`src/rtl/irq_ctl_pkg.sv`:
```
// Shared CSR constants, controller state type and mcause helpers for irq_ctl.
package irq_ctl_pkg;

   localparam int unsigned CSR__MCAUSE_INT_BIT = 31;
   localparam logic [31:0] CSR__NMI_CAUSE      = 32'h8000_0000;
   localparam int unsigned CSR__MI_LOCAL_BASE  = 16;

   typedef enum logic [1:0] {IDLE, REQ, SERVICE} irq_ctl_state_t;

   function automatic logic [31:0] irq_cause(input int unsigned base, input logic [4:0] id);
      logic [31:0] cause;
      cause = base + 32'(id);
      cause[CSR__MCAUSE_INT_BIT] = 1'b1;
      return cause;
   endfunction

   function automatic logic [31:0] irq_vec_off(input logic [31:0] cause);
      return {cause[29:0], 2'b00};
   endfunction

endpackage

```
`src/rtl/irq_sync_edge.sv`:
```
// Input synchroniser chain followed by a rising-edge detector on the synced level.
module irq_sync_edge #(
   parameter int unsigned STAGES = 2
) (
   input  logic clk,
   input  logic rst,
   input  logic din,
   output logic level,
   output logic rise
);

   logic prev_q;

   if (STAGES == 0) begin : g_bypass
      assign level = din;
   end else begin : g_sync
      logic [STAGES-1:0] sync_q;
      always_ff @(posedge clk) begin
         if (rst) sync_q <= '0;
         else     sync_q <= (sync_q << 1) | STAGES'(din);
      end
      assign level = sync_q[STAGES-1];
   end

   always_ff @(posedge clk) begin
      if (rst) prev_q <= 1'b0;
      else     prev_q <= level;
   end

   assign rise = level & ~prev_q;

endmodule

```
`src/rtl/irq_ctl.sv`:
```
// Machine-mode interrupt controller: synchronised sources, pending capture, fixed priority
// selection and a request/in-service tracker with NMI pre-emption.
module irq_ctl
   import irq_ctl_pkg::*;
#(
   parameter int unsigned        NUM_IRQ     = 16,
   parameter logic [NUM_IRQ-1:0] EDGE_MASK   = '0,
   parameter int unsigned        SYNC_STAGES = 2,
   parameter int unsigned        CAUSE_BASE  = CSR__MI_LOCAL_BASE,
   parameter logic [31:0]        NMI_CAUSE   = CSR__NMI_CAUSE
) (
   input  logic               clk,
   input  logic               rst,
   input  logic [NUM_IRQ-1:0] irq,
   input  logic               nmi,
   input  logic               mie_global,
   input  logic [NUM_IRQ-1:0] irq_enable,
   input  logic               boundary,
   input  logic               conflict,
   input  logic               take,
   input  logic               mret,
   output logic               int_req,
   output logic               int_nmi,
   output logic [4:0]         int_id,
   output logic [31:0]        int_cause,
   output logic [31:0]        vec_off,
   output logic [NUM_IRQ-1:0] pending
);

   logic [NUM_IRQ:0]   raw_all, level_all, rise_all;
   logic [NUM_IRQ-1:0] level, rise, pending_q, pending_d, edge_clr;
   logic [NUM_IRQ-1:0] elig, sel_oh, oh_q, lat_oh;
   logic               nmi_rise, nmi_pend_q, nmi_clr, nmi_active_q;
   logic               take_ok, withdraw, unused_nmi_level;
   logic [4:0]         sel_id, lat_id;
   logic [31:0]        lat_cause;
   irq_ctl_state_t     state_q;

   // Bit NUM_IRQ of the combined vector carries NMI through the same sync/edge path.
   assign raw_all = {nmi, irq};

   for (genvar g = 0; g <= NUM_IRQ; g++) begin : g_src
      irq_sync_edge #(.STAGES(SYNC_STAGES)) u_sync (
         .clk   (clk),
         .rst   (rst),
         .din   (raw_all[g]),
         .level (level_all[g]),
         .rise  (rise_all[g])
      );
   end

   assign level            = level_all[NUM_IRQ-1:0];
   assign rise             = rise_all[NUM_IRQ-1:0];
   assign nmi_rise         = rise_all[NUM_IRQ];
   assign unused_nmi_level = level_all[NUM_IRQ];

   assign take_ok  = (state_q == REQ) && int_req && take;
   assign edge_clr = (take_ok && !int_nmi) ? (oh_q & EDGE_MASK) : '0;
   assign nmi_clr  = take_ok && int_nmi;

   // Edge sources hold until taken; a same-cycle new edge wins over the clear.
   assign pending_d = (EDGE_MASK & (rise | (pending_q & ~edge_clr))) | (~EDGE_MASK & level);

   always_ff @(posedge clk) begin
      if (rst) begin
         pending_q  <= '0;
         nmi_pend_q <= 1'b0;
      end else begin
         pending_q  <= pending_d;
         nmi_pend_q <= nmi_rise | (nmi_pend_q & ~nmi_clr);
      end
   end

   assign pending = pending_q;
   assign elig    = pending_q & irq_enable & {NUM_IRQ{mie_global & ~nmi_active_q}};
   assign sel_oh  = elig & (~elig + NUM_IRQ'(1));

   always_comb begin
      sel_id = '0;
      for (int i = NUM_IRQ - 1; i >= 0; i--) begin
         if (elig[i]) sel_id = 5'(i);
      end
   end

   assign lat_id    = nmi_pend_q ? 5'd0 : sel_id;
   assign lat_oh    = nmi_pend_q ? '0 : sel_oh;
   assign lat_cause = nmi_pend_q ? NMI_CAUSE : irq_cause(CAUSE_BASE, sel_id);
   assign withdraw  = !mie_global || !(|(oh_q & pending_q & irq_enable));

   always_ff @(posedge clk) begin
      if (rst) begin
         state_q      <= IDLE;
         int_req      <= 1'b0;
         int_nmi      <= 1'b0;
         int_id       <= '0;
         oh_q         <= '0;
         int_cause    <= '0;
         vec_off      <= '0;
         nmi_active_q <= 1'b0;
      end else begin
         unique case (state_q)
            IDLE: begin
               if (boundary && !conflict && (nmi_pend_q || (|elig))) begin
                  state_q   <= REQ;
                  int_nmi   <= nmi_pend_q;
                  int_id    <= lat_id;
                  oh_q      <= lat_oh;
                  int_cause <= lat_cause;
                  vec_off   <= irq_vec_off(lat_cause);
               end
            end
            REQ: begin
               if (take_ok) begin
                  state_q <= SERVICE;
                  int_req <= 1'b0;
                  if (int_nmi) nmi_active_q <= 1'b1;
               end else if (!int_nmi && nmi_pend_q) begin
                  int_nmi   <= 1'b1;
                  int_id    <= lat_id;
                  oh_q      <= lat_oh;
                  int_cause <= lat_cause;
                  vec_off   <= irq_vec_off(lat_cause);
                  int_req   <= 1'b1;
               end else if (!int_nmi && withdraw) begin
                  state_q   <= IDLE;
                  int_req   <= 1'b0;
                  int_nmi   <= 1'b0;
                  int_id    <= '0;
                  oh_q      <= '0;
                  int_cause <= '0;
                  vec_off   <= '0;
               end else begin
                  int_req <= 1'b1;
               end
            end
            SERVICE: begin
               if (mret) begin
                  state_q      <= IDLE;
                  nmi_active_q <= 1'b0;
               end else if (!nmi_active_q && nmi_pend_q && boundary && !conflict) begin
                  state_q   <= REQ;
                  int_nmi   <= 1'b1;
                  int_id    <= lat_id;
                  oh_q      <= lat_oh;
                  int_cause <= lat_cause;
                  vec_off   <= irq_vec_off(lat_cause);
               end
            end
            default: state_q <= IDLE;
         endcase
      end
   end

endmodule
```
`config.mk`:
```
export PLATFORM = sky130hd
export DESIGN_NAME = irq_ctl
export DESIGN_NICKNAME = d
export VERILOG_FILES = /design/src/rtl/irq_ctl_pkg.sv /design/src/rtl/irq_sync_edge.sv /design/src/rtl/irq_ctl.sv
export SDC_FILE = /design/constraint.sdc
export NUM_CORES = 1
export LEC_CHECK = 0
export CORE_MARGIN = 4
export CORE_UTILIZATION = 38
export CTS_CLUSTER_DIAMETER = 200
export DETAILED_ROUTE_END_ITERATION = 8
export GPL_ROUTABILITY_DRIVEN = 0
export PLACE_DENSITY = 0.75
export SLEW_MARGIN = 15
export SYNTH_ARGS = -nofsm -noshare
export SYNTH_HDL_FRONTEND = slang
export SYNTH_SLANG_ARGS = --single-unit
```
`constraint.sdc`:
```
create_clock -name clk -period 3.05 [get_ports clk]
set_input_delay 0.305 -clock clk [delete_from_list [all_inputs] [get_ports clk]]
set_output_delay 0.305 -clock clk [all_outputs]
set_load 0.02 [all_outputs]
```
==> results.rst <==
.. list-table::
   :header-rows: 1

   * - Metric
     - Value
   * - Logic depth of the worst setup path including buffers
     - 7
   * - Fin Clk Skew
     - 8.77 ps
   * - Estimated wirelength of the detail-placed design
     - 5980 um
   * - Initial cell density of the core
     - 39.5%
   * - Share of power burned in registers
     - 48.7%
   * - Final setup violating endpoints
     - 0
   * - Global route overflow
     - 0
   * - Clock latency on the worst-skew pair
     - 350 ps
   * - Post CTS Setup Buffer Count
     - 0
   * - Setup repair after global routing missed its margin
     - false
   * - Remaining DRCs
     - 0
   * - Start of the worst register-to-register path
     - state_q[1]
   * - Area after DPL
     - 0.00427 mm2
   * - Number of buffers created by CTS
     - 9
   * - Slowest CP cell
     - sky130_fd_sc_hd__or4b_1
   * - Switching Share
     - 27.4%
   * - Number of antenna violations at the first check in global routing
     - 0
   * - IO Count
     - 127
   * - Hold Crit Start
     - rst
   * - Final-layout setup total negative slack
     - 0 ps
   * - Number of library cell types mapped by synthesis
     - 43
   * - Count of final max-slew check failures
     - 0
   * - Worst Reg-to-Reg Cells
     - 7
   * - Area of the multi-input gates
     - 0.00174 mm2
   * - Run status
     - finished, final reports clean
   * - MaxCap Viol Count
     - 0
   * - Die Y
     - 107 um
   * - Int Pwr
     - 1.62 mW
   * - Smallest setup slack after layout
     - 469 ps
   * - Area added between synthesis and finish
     - 21.0%
   * - RR Endpoint
     - oh_q[11]
   * - Post-synthesis register bit count
     - 79
   * - Largest area contributor in the synthesized netlist
     - sky130_fd_sc_hd__dfxtp_1
   * - Count of buffers inserted at the top-level ports
     - 72
   * - Cell with the most instances after synthesis
     - sky130_fd_sc_hd__dfxtp_1
   * - Per-cell routed wire length
     - 13.0 um
   * - Average instance area after synthesis
     - 9.16 um2
   * - Logic gate share of total power
     - 14.7%
   * - Category of the most critical setup path
     - reg2reg
   * - Final Critical Period
     - 2580 ps
   * - Total vias in the final route
     - 2809
   * - Die span in x
     - 107 um
   * - Final worst-path cycle share
     - 84.6%
   * - Clk slew on worst S/H paths
     - 80 ps
   * - Synth top area share
     - 42.7%
   * - Switching Power
     - 609 uW
   * - Pre-CTS setup slack
     - 225 ps
   * - Clock share of power
     - 36.6%
   * - Post-CTS Hold Buffers
     - 0
   * - Root Buffer
     - sky130_fd_sc_hd__clkbuf_8
   * - Number of enable-type register cells in the synthesized netlist
     - 0
   * - CTS Sinks
     - 79
   * - Highest Clock Rate
     - 387 MHz
   * - Total iterations of the first detailed-routing run
     - 5
   * - Total global-route track usage
     - 13.4%
   * - Detailed-route wire length
     - 7830 um
   * - Required time of the critical path
     - 3330 ps
   * - Peak VDD IR
     - 0.360 mV
   * - CP cell instances
     - inv_1 -> ha_1 -> or3_1 -> nor3_1 -> nand3_1 -> or4b_1 -> mux2i_1
   * - Transition at the pin with the smallest max-transition slack
     - 732 ps
   * - Die Area
     - 0.0114 mm2
   * - Path type of the worst min-delay path
     - in2reg
   * - Area of the placeable core
     - 0.00937 mm2
   * - Count of instances resized after the clock tree is built
     - 0
   * - Via-to-Cell Ratio
     - 4.67
   * - Antenna diode count
     - 0
   * - Most used standard cells in the synthesized netlist
     - 79 x sky130_fd_sc_hd__dfxtp_1, 63 x sky130_fd_sc_hd__buf_4, 57 x sky130_fd_sc_hd__nor2b_1
   * - Critical path capture point
     - oh_q[11]
   * - H-tree Lvls
     - 3
   * - Instance count of the mapped netlist
     - 404
   * - Worst setup slack for register-to-register paths
     - 470 ps
   * - Ratio of cells with drive above 1 in the final layout
     - 5.92%
   * - Buffers plus inverters on the worst setup path
     - 1
   * - Final Hold Fails
     - 0
   * - Count of yosys warnings during synthesis
     - 0
   * - Biggest area contributors in the synthesized netlist
     - sky130_fd_sc_hd__dfxtp_1 43%, sky130_fd_sc_hd__buf_4 13%, sky130_fd_sc_hd__nor2b_1 9.6%
   * - Maximum number of pins on one net before global-route repair
     - 83
   * - Post-layout instance area
     - 0.00448 mm2
   * - Netlist area before placement
     - 0.00370 mm2
   * - Fillers
     - 893
   * - Number of DRC markers after the initial detailed-route iteration
     - 313
   * - Worst Setup Start Kind
     - register
   * - Slew headroom
     - 51.2%
   * - Worst path top cell family by delay
     - simple AND/OR/NAND/NOR gates
   * - TritonCTS clock tree
     - built
   * - Buffer depth of the longest clock path
     - 2
   * - Worst setup path startpoint
     - state_q[1]
   * - Leakage power total
     - 1.83 nW
   * - Total power after layout
     - 2.23 mW
   * - Vias in the first global route
     - 2536
   * - PwrDens
     - 497 mW/mm2
   * - Maximum cell stage delay along the critical path
     - 530 ps
   * - Worst path arrival time
     - 2860 ps
   * - Max Fanout on Critical Path
     - 6
   * - # rows
     - 35
   * - Fin nets
     - 512
   * - Sequential-to-total area share from yosys stat
     - 42.7%
   * - Antenna Violating Nets Remaining
     - 0
   * - Area of all sequential standard cells
     - 0.00158 mm2
   * - Global-route wire length before repair
     - 12100 um
   * - Crit. End Element
     - register
   * - Main flop type after synthesis
     - sky130_fd_sc_hd__dfxtp_1
   * - Util after Layout
     - 47.8%
   * - Post-synth ARST share
     - 0%
-- per-layer routing --
metal	GRT usage [%]	wire length (um)
met2	21.0	3530
met3	4.64	785
met4	6.30	255
met1	16.5	3260
met5	0	0
-- area by class of cell --
class                      instances  share of cell area (%)
timing repair buffer              76                    16.9
clock inverter                     6                    1.68
clock buffer                      10                    3.07
sequential                        79                    35.3
tap                              129                    3.60
inverter                           7                   0.587
multi-input combinational        295                    38.8
-- registers in the layout (all words and copies together), names as in the netlist, 2 cells and up --
register and count:
g_src.u_sync.g_sync.sync_q 34, state_q 2, oh_q 16, int_cause 2
pending 16, int_id 3
-- per-stage QoR --
step,std cells,hold slack [ps]
2_1_floorplan,457,414
3_3_place_gp,586,416
3_5_place_dp,586,420
4_1_cts,602,412
5_1_grt,602,453
6_report,602,432
-- kinds of logic (layout without fill, tap and decap cells) --
family	after synthesis	after routing	share of synthesized area, %
AND/OR/NAND/NOR	171	171	25.7
other	1	54	0.101
flip-flops	79	79	42.7
buffers and inverters	83	99	15.7
multiplexers	23	23	6.46
adder cells (fa/ha/maj)	4	4	1.35
AO/OA/AOI/OAI	43	43	8.02
-- worst min-delay path, delay by kind of cell --
family | cells | cell delay, ps
multiplexers | 1 | 100
buffers and inverters | 1 | 100
AND/OR/NAND/NOR | 1 | 230
-- cell usage in the layout (no fill, tap or decap), types with 2 or more instances in the layout --
cell type,n
sky130_fd_sc_hd__ha_1,4
sky130_fd_sc_hd__mux2i_1,19
sky130_fd_sc_hd__a22o_1,2
sky130_fd_sc_hd__a21oi_1,16
sky130_fd_sc_hd__nand2b_1,25
sky130_fd_sc_hd__or3_1,4
sky130_fd_sc_hd__nor2_1,12
sky130_fd_sc_hd__o31ai_1,2
sky130_fd_sc_hd__nand2_1,25
sky130_fd_sc_hd__o211ai_1,2
sky130_fd_sc_hd__nor3_1,5
sky130_fd_sc_hd__dfxtp_1,79
sky130_fd_sc_hd__a221o_1,2
sky130_fd_sc_hd__inv_6,2
sky130_fd_sc_hd__nand3_1,26
sky130_fd_sc_hd__mux2_2,3
sky130_fd_sc_hd__nand4_1,11
sky130_fd_sc_hd__inv_1,7
sky130_fd_sc_hd__buf_4,3
sky130_fd_sc_hd__conb_1,54
sky130_fd_sc_hd__a22oi_1,2
sky130_fd_sc_hd__clkdlybuf4s50_1,71
sky130_fd_sc_hd__o21ai_0,6
sky130_fd_sc_hd__nor2b_1,57
sky130_fd_sc_hd__clkbuf_8,10
-- power groups by stage --
stage / logic (mW) / clock network (mW) / registers [mW]
2_1_floorplan: 0.263 / 0 / 1.12
3_3_place_gp: 0.319 / 0 / 1.11
3_5_place_dp: 0.324 / 0 / 1.11
4_1_cts: 0.325 / 0.836 / 1.08
5_1_grt: 0.353 / 0.870 / 1.09
6_report: 0.326 / 0.815 / 1.08
-- worst min path at each step --
stage | end | slack (ps) | cells after the start
after floorplan | g_src[0].u_sync.g_sync.sync_q[1] | 410 | 1
final | int_cause[4] | 430 | 3
after detailed placement | g_src[11].u_sync.g_sync.sync_q[1] | 420 | 1
after global placement | pending[13] | 420 | 1
after CTS | int_cause[4] | 410 | 3
after global routing | pending[1] | 450 | 1
Note: power is estimated with default switching activity, not from simulation.
